==> config.mk <==
export PLATFORM = sky130hd
export DESIGN_NAME = sensor_conditioner
export DESIGN_NICKNAME = d
export VERILOG_FILES = /design/src/rtl/sensor_conditioner.sv
export SDC_FILE = /design/constraint.sdc
export NUM_CORES = 1
export LEC_CHECK = 0
export BUFFER_PORTS_ARGS = -buffer_cell sky130_fd_sc_hd__buf_2
export CORE_ASPECT_RATIO = 0.75
export CORE_UTILIZATION = 50
export CTS_CLUSTER_SIZE = 16
export DETAILED_ROUTE_END_ITERATION = 10
export PLACE_DENSITY = 0.69
export SYNTH_ARGS = -nofsm -noshare
export SYNTH_HDL_FRONTEND = slang
export SYNTH_SLANG_ARGS = --single-unit
==> constraint.sdc <==
create_clock -name clock -period 2.1 [get_ports clock]
set_input_delay 0.21 -clock clock [delete_from_list [all_inputs] [get_ports clock]]
set_output_delay 0.21 -clock clock [all_outputs]
set_load 0.02 [all_outputs]
==> src/rtl/sensor_conditioner.sv <==
// ---------------------------------------------------------------------------
// sensor_conditioner
//
// Front end between the field sensor pins and the irrigation control core.
// Every raw input is brought into the clock domain by a two-flop
// synchronizer. Each input then has its own debounce filter. The three
// filtered water-level probes are also checked for a physically impossible
// pattern. A persistence-filtered fault flag reports that condition.
//
// Parameters
//   DEBOUNCE_CYCLES : consecutive mismatching cycles before a filtered value
//                     follows its synchronized input (2..65535)
//   FAULT_CYCLES    : consecutive invalid/valid level-pattern cycles before
//                     the fault sets/clears (1..65535)
//
// Ports
//   clock, reset                 : system clock, async active-high reset
//   *_raw (7)                    : raw probe, sensor and button pins
//   low/mid/high_water_level     : debounced level probes
//   earth/air_humidity,
//   low_temperature              : debounced environment sensors
//   selector                     : debounced mode button level
//   selector_pressed             : 1-cycle pulse on debounced button press
//   conflicting_values           : persistent level-probe inconsistency
//   sensor_update                : 1-cycle pulse when any of the six
//                                  debounced sensor outputs changes
// ---------------------------------------------------------------------------
module sensor_conditioner #(
    parameter int DEBOUNCE_CYCLES = 16,
    parameter int FAULT_CYCLES    = 8
) (
    input  logic clock,
    input  logic reset,
    input  logic low_water_level_raw,
    input  logic mid_water_level_raw,
    input  logic high_water_level_raw,
    input  logic earth_humidity_raw,
    input  logic air_humidity_raw,
    input  logic low_temperature_raw,
    input  logic selector_raw,
    output logic low_water_level,
    output logic mid_water_level,
    output logic high_water_level,
    output logic earth_humidity,
    output logic air_humidity,
    output logic low_temperature,
    output logic selector,
    output logic selector_pressed,
    output logic conflicting_values,
    output logic sensor_update
);

    localparam int NCH = 7;
    localparam int SEL = 6;   // channel index of the selector button
    localparam int CW  = $clog2(DEBOUNCE_CYCLES);
    // A single-cycle fault filter still needs a one-bit counter vector.
    localparam int FW  = (FAULT_CYCLES > 1) ? $clog2(FAULT_CYCLES) : 1;

    localparam logic [CW-1:0] CNT_LAST  = CW'(DEBOUNCE_CYCLES - 1);
    localparam logic [FW-1:0] FCNT_LAST = FW'(FAULT_CYCLES - 1);

    // Channel order: 0 low, 1 mid, 2 high, 3 earth, 4 air, 5 low_temp, 6 selector
    logic [NCH-1:0] w_raw;
    logic [NCH-1:0] r_sync1;
    logic [NCH-1:0] r_sync2;
    logic [NCH-1:0] w_filt;
    logic [NCH-1:0] w_flip;

    assign w_raw = {selector_raw, low_temperature_raw, air_humidity_raw,
                    earth_humidity_raw, high_water_level_raw,
                    mid_water_level_raw, low_water_level_raw};

    always_ff @(posedge clock or posedge reset) begin
        if (reset) begin
            r_sync1 <= '0;
            r_sync2 <= '0;
        end else begin
            r_sync1 <= w_raw;
            r_sync2 <= r_sync1;
        end
    end

    // -----------------------------------------------------------------------
    // Debounce channels
    // -----------------------------------------------------------------------
    genvar gi;
    generate
        for (gi = 0; gi < NCH; gi++) begin : g_chan
            logic [CW-1:0] r_cnt;
            logic          r_filt;

            always_ff @(posedge clock or posedge reset) begin
                if (reset) begin
                    r_cnt  <= '0;
                    r_filt <= 1'b0;
                end else if (r_sync2[gi] == r_filt) begin
                    // Any return to the filtered value restarts the run.
                    r_cnt <= '0;
                end else if (r_cnt == CNT_LAST) begin
                    r_filt <= r_sync2[gi];
                    r_cnt  <= '0;
                end else begin
                    r_cnt <= r_cnt + 1'b1;
                end
            end

            assign w_filt[gi] = r_filt;
            // High at the edge where this channel's filtered value toggles.
            assign w_flip[gi] = (r_sync2[gi] != r_filt) && (r_cnt == CNT_LAST);
        end
    endgenerate

    // -----------------------------------------------------------------------
    // Change pulses, valid in the same cycle as the new filtered values
    // -----------------------------------------------------------------------
    logic r_sensor_update;
    logic r_selector_pressed;

    always_ff @(posedge clock or posedge reset) begin
        if (reset) begin
            r_sensor_update    <= 1'b0;
            r_selector_pressed <= 1'b0;
        end else begin
            r_sensor_update    <= |w_flip[SEL-1:0];
            r_selector_pressed <= w_flip[SEL] & ~w_filt[SEL];
        end
    end

    // -----------------------------------------------------------------------
    // Water-level consistency fault
    // -----------------------------------------------------------------------
    typedef enum logic {
        ST_OK    = 1'b0,
        ST_FAULT = 1'b1
    } state_t;

    state_t        r_state;
    state_t        w_state_next;
    logic [FW-1:0] r_fcnt;
    logic [FW-1:0] w_fcnt_next;
    logic          w_invalid;
    logic          w_against;

    // Water above a probe with a dry probe beneath it cannot happen.
    assign w_invalid = (w_filt[2] & ~w_filt[1]) | (w_filt[1] & ~w_filt[0]);

    always_ff @(posedge clock or posedge reset) begin
        if (reset) begin
            r_state <= ST_OK;
            r_fcnt  <= '0;
        end else begin
            r_state <= w_state_next;
            r_fcnt  <= w_fcnt_next;
        end
    end

    always_comb begin
        w_state_next = r_state;
        w_fcnt_next  = r_fcnt;
        // The counter tracks evidence against the current state: invalid
        // cycles while OK, valid cycles while FAULT.
        w_against = (r_state == ST_OK) ? w_invalid : ~w_invalid;
        if (w_against) begin
            if (r_fcnt == FCNT_LAST) begin
                w_state_next = (r_state == ST_OK) ? ST_FAULT : ST_OK;
                w_fcnt_next  = '0;
            end else begin
                w_fcnt_next = r_fcnt + 1'b1;
            end
        end else begin
            w_fcnt_next = '0;
        end
    end

    // -----------------------------------------------------------------------
    // Outputs
    // -----------------------------------------------------------------------
    assign low_water_level    = w_filt[0];
    assign mid_water_level    = w_filt[1];
    assign high_water_level   = w_filt[2];
    assign earth_humidity     = w_filt[3];
    assign air_humidity       = w_filt[4];
    assign low_temperature    = w_filt[5];
    assign selector           = w_filt[SEL];
    assign selector_pressed   = r_selector_pressed;
    assign sensor_update      = r_sensor_update;
    assign conflicting_values = (r_state == ST_FAULT);

endmodule

==> results.md, run 1 <==
* CTS H-tree lvls at 2
* Final GP Congestion at 0.711
* Area Growth Syn to Fin at 16.0%
* Worst Hold End: r_sync2[5]
* Worst reg2reg path depth at 4
* Compound-cell area share of the yosys netlist at 0.0974
* Rel. slew slack at 0.583
* Post-Synth Adder-Cell Area at 0.0525
* Num CTS Buffers at 5
* Total Die Area at 4560 µm²
* Reg2Reg Setup Slack at 0.64 ns
* Peak supply drop at 0.443 mV
* Type of the worst min-delay path: reg2reg
* First-pass GRT wire length at 6.47 mm
* Die height at 58.7 µm
* Top-area cell type share of the netlist area at 0.641
* Simple-gate share of the synthesized area at 0.0956
* Overall Global Routing Usage at 0.193
* Mapped Area at 2150 µm²
* Synth unique cells at 24
* Drt first pass iters at 4
* Area leader, netlist: dfrtp_1
* Routed WL at 3.66 mm
* Slew Limit Fails at 0
* Initial Utilization at 0.526
* DP Area at 2320 µm²
* Wire per inst at 14.7 µm
* DRT antenna net count at 0
* Worst EP required at 2.29 ns
* Syn. warnings at 0
* Initial antenna violation count at 0
* CTS Sinks at 55
* R2r endpoint: sensor_update
* CTS clk-pin slew, worst paths at 0.09 ns
* Remaining global-route overflow at 0
* WP data arrival at 1.64 ns
* Main combinational cell family by area after synthesis: compound AO/OA/AOI/OAI gates
* # hold bufs at CTS at 7
* Hold Path Origin: r_sync1[5]
* Port Buffers at 18
* Crit path cell chain: ha_1 -> nand3_1 -> o22ai_1 -> or3_1
* Power per cell area at 735 nW/µm²
* Fmax achieved at 687 MHz
* Fin. Hold Viols at 0
* Main area contributors after synthesis: dfrtp_1 (64%), xnor2_1 (5.3%), ha_1 (5.2%)
* Setup ws final at 0.645 ns
* Least-Margin Pin Slew at 0.625 ns
* Most common cell after layout, fill and taps aside: dfrtp_1
* Mux cell area share after synthesis at 0.0420
* Vias at 1,306
* Initial drt markers at 60
* Fin cells at 248
* Average size of a mapped cell at 13.6 µm²
* Origin of the critical flop-to-flop path: g_chan[2].r_cnt[0]
* Crit. Startpoint: g_chan[2].r_cnt[0]
* Ant. Diodes at 0
* Post-CTS setup buffer count at 0
* CP Launch Type: flip-flop
* Tcrit/Tclk final at 0.693
* Placed cells at 232
* Clk_lat worst skew at 0.31 ns
* # rows at 20
* Fin crit period at 1.46 ns
* Critical path capture point type: flip-flop
* Largest net degree at the start of global routing at 31
* Post-DP HPWL at 2.65 mm
* # IOs at 19
* WHS Path Cells at 0
* CTS root buffer: clkbuf_8
* Final net count at 210
* Post-Synthesis Cells at 158
* Slowest CP cell: dfrtp_1
* Design Area, Final at 2490 µm²
* CTS Buffer Depth at 2
* MaxCap Viol Count at 0
* Layout cells sized above 1 at 0.197
* Post-DR vias/cell at 5.27
* RSZ-0062 raised after global routing: false
* Die X at 77.6 µm
* Critical-path maximum fanout at 4
* Setup TNS Final at 0 ns
* Worst Skew at 0.00298 ns
* Register area share after synthesis at 0.641
* Post_cts resized at 0
* Crit-path max cell delay at 0.42 ns
* Critical path class: reg2reg
* Number of global-route vias before repair at 1,387
* Pre-CTS setup slack at 0.652 ns
* Core area at 4080 µm²
* Outcome: finished, final reports clean
* Final count of negative-setup-slack endpoints at 0
* Syn nets at 176
* Lkg Pwr at 0.00117 µW
* Synth Area in XOR/XNOR at 0.0606
* CTS tree: yes
* DRC viols at 0
* Post-synthesis register bit count at 55
* Most frequent cells in the layout: dfrtp_1 (55), buf_2 (18), xnor2_1 (13)
* Final Util at 0.610
* Filler cell count at 312
[report_power, final]
group	internal [µW]	leakage [µW]	total (µW)	switching (µW)
combinational	64.0	0.000409	126	62.1
sequential	1100	0.000718	1150	42.2
clock	233	0.0000412	557	323
[synth_stat cells, drive strengths merged]
library cell / instances
o21ai: 5
a21o: 3
nor2: 9
nor2b: 6
or3: 2
nand4b: 4
a31oi: 3
dfrtp: 55
ha: 9
nor3b: 4
a211oi: 2
o22ai: 3
mux2: 8
a21boi: 1
inv: 6
nand3: 7
a21oi: 8
and2b: 1
and2: 1
a311oi: 7
xnor2: 14
[critical path: cells and delay by family, from the launching register on]
kind	cells	cell delay, ns
adder cells (fa/ha/maj)	1	0.27
AND/OR/NAND/NOR	2	0.53
AO/OA/AOI/OAI	1	0.11
flip-flops	1	0.42
[sequential cells by signal, summed over array words and instances (netlist names)]
| register | cells |
|---|---|
| high_water_level | 1 |
| mid_water_level | 1 |
| r_fcnt | 3 |
| r_sync1 | 7 |
| low_temperature | 1 |
| earth_humidity | 1 |
| sensor_update | 1 |
| low_water_level | 1 |
| air_humidity | 1 |
| conflicting_values | 1 |
| g_chan.r_cnt | 28 |
| selector_pressed | 1 |
| selector | 1 |
| r_sync2 | 7 |
[worst max path at each step]
| stage | endpoint | cells past startpoint |
|---|---|---|
| floorplan | air_humidity | 1 |
| global placement | sensor_update | 3 |
| detailed placement | sensor_update | 3 |
| CTS | sensor_update | 3 |
| global route | sensor_update | 3 |
| finish | sensor_update | 4 |
[per-stage QoR]
| stage | total power (µW) | hold slack (ns) |
|---|---|---|
| 4_1_cts | 1850 | 0.00527 |
| 6_report | 1830 | 0.355 |
| 2_1_floorplan | 1240 | 0.241 |
| 5_1_grt | 1930 | 0.367 |
| 3_3_place_gp | 1270 | 0.316 |
| 3_5_place_dp | 1280 | 0.320 |
[metal layers]
metal	global-route usage	part of all wire	up-vias
li1	-	-	634
met1	0.238	0.44	646
met2	0.325	0.51	19
met3	0.0481	0.033	7
met4	0.0916	0.021	0
met5	0	0	-
[area by class of cell]
| type | instances | area [µm²] | area share |
|---|---|---|---|
| Inverter | 6 | 22.5 | 0.00905 |
| Clock buffer | 6 | 72.6 | 0.0291 |
| Tap cell | 55 | 68.8 | 0.0276 |
| Clock inverter | 2 | 12.5 | 0.00503 |
| Multi-Input combinational cell | 97 | 747 | 0.300 |
| Sequential cell | 55 | 1380 | 0.553 |
| Timing Repair Buffer | 27 | 190 | 0.0764 |
[cell families after synthesis]
group                      Yosys count
DFF                                 55
and+or+nand+nor                     34
AOI/OAI and AO/OA                   32
xor gates and xnor gates            14
adders and majority gates            9
muxes                                8
buffers and inverters                6
Note: power is estimated with default switching activity, not from simulation.
==> run 2, diff against run 1 <==
Clock period 2.1 ns to 1.4 ns, I/O delays scaled along.
==> run 2 against run 1 <==
Effect of this change: global-route usage shrank 1.7 points; combinational power increased by 76%; via count up 6.2%; maximum frequency up 10%; worst hold slack better by 0.0018 ns; first-iteration DRC count fell by 52%; clock power rose by 94%; die area unchanged; sequential share of layout area fell by 3.2 points; clock skew rose by 0.0046 ns; register-to-register slack got worse by 0.56 ns; highest routed layer unchanged.
==> results.md, run 2 (synthesis gave the netlist of run 1 again) <==
* Outcome: finished, final reports clean
* Most frequent cells in the layout: dfrtp_1 (55), buf_2 (18), xnor2_1 (13)
* Type of the worst min-delay path: reg2reg
* Filler cell count at 312
* Detail Route met3 WL at 141 µm
* Number of global-route vias before repair at 1,446
* Met2 routed WL at 1.83 mm
* Port Buffers at 18
* Tcrit/Tclk final at 0.941
* Worst EP required at 1.59 ns
* Setup ws final at 0.0830 ns
* Fin. Hold Viols at 0
* Post-DR vias/cell at 5.33
* Peak supply drop at 0.679 mV
* Reg2Reg Setup Slack at 0.08 ns
* First-pass GRT wire length at 6.03 mm
* CTS Buffer Depth at 2
* Ant. Diodes at 0
* CTS tree: yes
* Final net count at 222
* DRT antenna net count at 0
* Most common cell after layout, fill and taps aside: dfrtp_1
* Origin of the critical flop-to-flop path: g_chan[0].r_cnt[0]
* Overall Global Routing Usage at 0.176
* DRC viols at 0
* R2r endpoint: sensor_update
* Area Growth Syn to Fin at 23.1%
* Least-Margin Pin Slew at 0.333 ns
* Initial antenna violation count at 0
* Crit-path max cell delay at 0.43 ns
* Final GP Congestion at 0.695
* # IOs at 19
* Largest regs: g_chan.r_cnt (28), r_sync1 (7), r_sync2 (7)
* WP data arrival at 1.50 ns
* Wire per inst at 13.7 µm
* Final count of negative-setup-slack endpoints at 0
* WHS Path Cells at 0
* Layout cells sized above 1 at 0.278
* WL met1 at 1.57 mm
* Total Die Area at 4560 µm²
* CP Launch Type: flip-flop
* Fin crit period at 1.32 ns
* Hold Path Origin: r_sync1[5]
* Critical path class: reg2reg
* Core area at 4080 µm²
* Vias at 1,387
* Pwr Total at 3020 µW
* Power per cell area at 1140 nW/µm²
* Worst Skew at 0.00755 ns
* MaxCap Viol Count at 0
* Sequential cell area at 1380 µm²
* Crit path cell chain: ha_2 -> nand3_1 -> o22ai_1 -> or3_1
* CTS Sinks at 55
* Clk_lat worst skew at 0.30 ns
* Rel. slew slack at 0.776
* Post-DP HPWL at 2.48 mm
* CTS H-tree lvls at 2
* Drt first pass iters at 4
* Slowest CP cell: dfrtp_1
* Critical-path maximum fanout at 4
* Die X at 77.6 µm
* Largest net degree at the start of global routing at 56
* Die height at 58.7 µm
* Pre-CTS setup slack at 0.0346 ns
* Num CTS Buffers at 5
* Multi-input gate area at 769 µm²
* Lkg Pwr at 0.00124 µW
* Largest Register: g_chan.r_cnt
* Highest Signal Layer: met4
* Critical path capture point type: flip-flop
* Fin cells at 260
* Fmax achieved at 759 MHz
* Initial drt markers at 29
* # rows at 20
* Routed WL at 3.57 mm
* Remaining global-route overflow at 0
* CTS root buffer: clkbuf_8
* Placed cells at 240
* Worst reg2reg path depth at 4
* Max FFs per register at 28
* Slew Limit Fails at 0
* CTS clk-pin slew, worst paths at 0.09 ns
* Initial Utilization at 0.526
* Worst Hold End: r_sync2[5]
[run 2: layout make-up]
class	count	area share
clock buffers	6	0.0313
clock inverters	2	0.0147
inverters	6	0.00994
multi-input cells	97	0.291
flip-flops and latches	55	0.521
well taps	55	0.0260
repair buffers	39	0.106
[run 2: routing by layer]
metal	GRT usage	vias to the layer above
met5	0	-
li1	-	662
met4	0.0782	0
met2	0.306	22
met3	0.0543	4
met1	0.204	699
[run 2: how the worst max path moves through the flow]
| stage | start | end | slack, ns | cells past startpoint |
|---|---|---|---|---|
| floorplan | high_water_level | sensor_update | 0.03 | 3 |
| global placement | g_chan[3].r_cnt[0] | sensor_update | 0.07 | 4 |
| detailed placement | g_chan[3].r_cnt[0] | sensor_update | 0.03 | 4 |
| CTS | g_chan[3].r_cnt[0] | sensor_update | 0.01 | 4 |
| global route | g_chan[1].r_cnt[0] | g_chan[1].r_cnt[3] | -0.05 | 4 |
| finish | g_chan[0].r_cnt[0] | sensor_update | 0.08 | 4 |
[run 2: through the flow]
stage                     utilization  hold WS [ns]  TNS, ns  area, µm²
after floorplan                     -         0.171        0       2150
after global placement          0.586         0.230        0       2390
after detailed placement        0.586         0.237        0       2390
after CTS                       0.635         0.360        0       2590
after global routing            0.648         0.366  -0.0502       2640
final                           0.648         0.357        0       2640
[run 2: what timing repair did]
| item | CTS | global route |
|---|---|---|
| endpoints found under the setup margin | 0 | 1 |
| hold endpoints to repair | 62 | 0 |
| gates resized for setup | 0 | 6 |
| buffers inserted | 0 | 4 |
| hold buffers | 8 | 0 |
[run 2: worst max-delay path, delay by kind of cell (launching register included)]
| family | cells | cell delay (ns) |
|---|---|---|
| flops | 1 | 0.43 |
| simple gates | 2 | 0.47 |
| compound gates | 1 | 0.10 |
| fa+ha+maj | 1 | 0.21 |
[run 2: where the power goes]
part           total (µW)  switching [µW]  leakage (µW)  internal [µW]
clock network        1080             492     0.0000618            588
logic                 222             102      0.000457            120
registers            1720            63.0      0.000718           1660
==> run 3, diff against run 2 <==
Settings changed: BUFFER_PORTS_ARGS -buffer_cell sky130_fd_sc_hd__buf_2 to -buffer_cell sky130_fd_sc_hd__buf_4, CTS_CLUSTER_SIZE 16 to not set, PLACE_DENSITY 0.69 to 0.71.
Clock period 1.4 ns to 1.1 ns, I/O delays scaled along.
==> run 3 against run 2 <==
Effect of this change: the flow now finishes with violations (setup timing); sequential share of layout area down 11 points; combinational power increased by 140%; clock power about the same; critical endpoint unchanged; highest routed layer unchanged.
==> results.md, run 3 (synthesis gave the netlist of run 1 again) <==
* Worst Hold End: r_sync2[5]
* Initial antenna violation count at 0
* # rows at 20
* Ant. Diodes at 0
* DRT antenna net count at 0
* Drt first pass iters at 4
* WP data arrival at 1.47 ns
* CP top delay family: flip-flops
* Outcome: finished, violations left
* Fin crit period at 1.28 ns
* Least-Margin Pin Slew at 0.305 ns
* Hold Path Origin: r_sync1[5]
* Pwr Total at 3800 µW
* Initial drt markers at 79
* Hold slack at 0.355 ns
* Power per cell area at 1120 nW/µm²
* Clk_lat worst skew at 0.31 ns
* WHS Path Cells at 0
* Worst Skew at 0.00605 ns
* Largest net degree at the start of global routing at 56
* Area Growth Syn to Fin at 57.8%
* Initial Utilization at 0.526
* Gate power share at 0.138
* Post-DR vias/cell at 5.22
* Crit path cell chain: ha_4 -> nand3_4 -> o22ai_1 -> or3_1
* Final net count at 262
* Grt peak-use layer: met2
* MaxCap Viol Count at 0
* Post-DP HPWL at 3.05 mm
* Fmax achieved at 783 MHz
* Worst reg2reg path depth at 4
* CTS Sinks at 55
* Critical-path maximum fanout at 2
* Type of the worst min-delay path: reg2reg
* Peak supply drop at 1.06 mV
* Num CTS Buffers at 5
* Largest regs: g_chan.r_cnt (28), r_sync1 (7), r_sync2 (7)
* Remaining global-route overflow at 0
* Largest Register: g_chan.r_cnt
* Final count of negative-setup-slack endpoints at 27
* Routed WL at 4.93 mm
* CTS H-tree lvls at 2
* Clock share of power at 0.284
* CTS root buffer: clkbuf_8
* Failing checks: setup timing
* Slew Limit Fails at 0
* Buffers and inverters on the worst path at 0
* Port Buffers at 18
* CTS clk-pin slew, worst paths at 0.10 ns
* Core area at 4080 µm²
* Max FFs per register at 28
* Rel. slew slack at 0.796
* Int Pwr at 2850 µW
* Most frequent cells in the layout: dfrtp_1 (48), buf_4 (44), buf_6 (26)
* Switching Power at 957 µW
* RSZ-0062 raised after global routing: true
* M1 GR Usage at 0.261
* Die X at 77.6 µm
* Worst EP required at 1.29 ns
* Filler cell count at 204
* Final Util at 0.830
* Origin of the critical flop-to-flop path: g_chan[0].r_cnt[0]
* Lkg Pwr at 0.00152 µW
* Die height at 58.7 µm
* Net Sw Frac at 0.251
* Setup TNS Final at -1.41 ns
* Layout cells sized above 1 at 0.580
* Critical path class: reg2reg
* GR Layer Usage met2 at 0.407
* Wire per inst at 16.4 µm
* Vias at 1,567
* # IOs at 19
* Fin. Hold Viols at 0
* Most common cell after layout, fill and taps aside: dfrtp_1
* DRC viols at 0
* CTS Buffer Depth at 2
* Reg2Reg Setup Slack at -0.18 ns
* Tcrit/Tclk final at 1.16
* CTS tree: yes
* Number of global-route vias before repair at 1,650
* Final GP Congestion at 0.660
* Sequential power share at 0.578
* Critical path capture point type: flip-flop
* R2r endpoint: sensor_update
* Slowest CP cell: dfrtp_1
* Setup ws final at -0.177 ns
* Total Die Area at 4560 µm²
* First-pass GRT wire length at 7.55 mm
* CP Launch Type: flip-flop
* Met3 usage at 0.0527
* Overall Global Routing Usage at 0.229
* Crit-path max cell delay at 0.44 ns
## run 3: power by group through the flow
stage          Combinational, µW  Clock, µW  Sequential, µW
2_1_floorplan                182          0            2230
3_5_place_dp                 372          0            2230
4_1_cts                      447       1090            2180
5_1_grt                      574       1200            2210
3_3_place_gp                 344          0            2220
6_report                     524       1080            2200
## run 3: worst max-delay path by stage
stage	start	endpoint	depth (start not counted)	slack, ns
2_1_floorplan	low_water_level	r_fcnt[1]	3	-0.17
3_3_place_gp	mid_water_level	r_fcnt[1]	3	-0.11
3_5_place_dp	g_chan[3].r_cnt[1]	g_chan[3].r_cnt[3]	4	-0.17
4_1_cts	g_chan[0].r_cnt[0]	sensor_update	4	-0.14
5_1_grt	g_chan[0].r_cnt[0]	sensor_update	4	-0.24
6_report	g_chan[0].r_cnt[0]	sensor_update	4	-0.18
## run 3: timing repair
item,CTS,global route
cloned,0,0
pin swaps,17,18
hold endpoints to repair,62,0
setup endpoints to repair,31,36
setup buffers,5,6
hold buffers,8,0
gates resized for setup,39,30
## run 3: metrics by stage
| step | worst slack, ns | area [µm²] | std cells |
|---|---|---|---|
| finish | -0.177 | 3390 | 300 |
| floorplan | -0.167 | 2280 | 158 |
| global route | -0.237 | 3390 | 300 |
| detailed placement | -0.168 | 2820 | 273 |
| CTS | -0.137 | 3180 | 294 |
| global placement | -0.111 | 2820 | 273 |
## run 3: final cells by class
| type | count | area [µm²] | area share |
|---|---|---|---|
| multi-input combinational | 97 | 1100 | 0.324 |
| sequential | 55 | 1390 | 0.409 |
| clock inverter | 3 | 15.0 | 0.00443 |
| timing repair buffer | 79 | 723 | 0.214 |
| tap | 55 | 68.8 | 0.0203 |
| clock buffer | 5 | 68.8 | 0.0203 |
| inverter | 6 | 26.3 | 0.00776 |
## run 3: layer usage
layer | share of wire | vias to the layer above | wire, µm
met5 | 0 | - | 0
met4 | 0.020 | 0 | 97
met3 | 0.038 | 9 | 187
met2 | 0.54 | 35 | 2660
met1 | 0.40 | 785 | 1980
li1 | - | 738 | -
## run 3: worst reg2reg max path, stage by stage (launching register included)
cell and delay [ns]:
dfrtp_1 0.44, ha_4 0.20, nand3_4 0.08, o22ai_1 0.11, or3_1 0.34
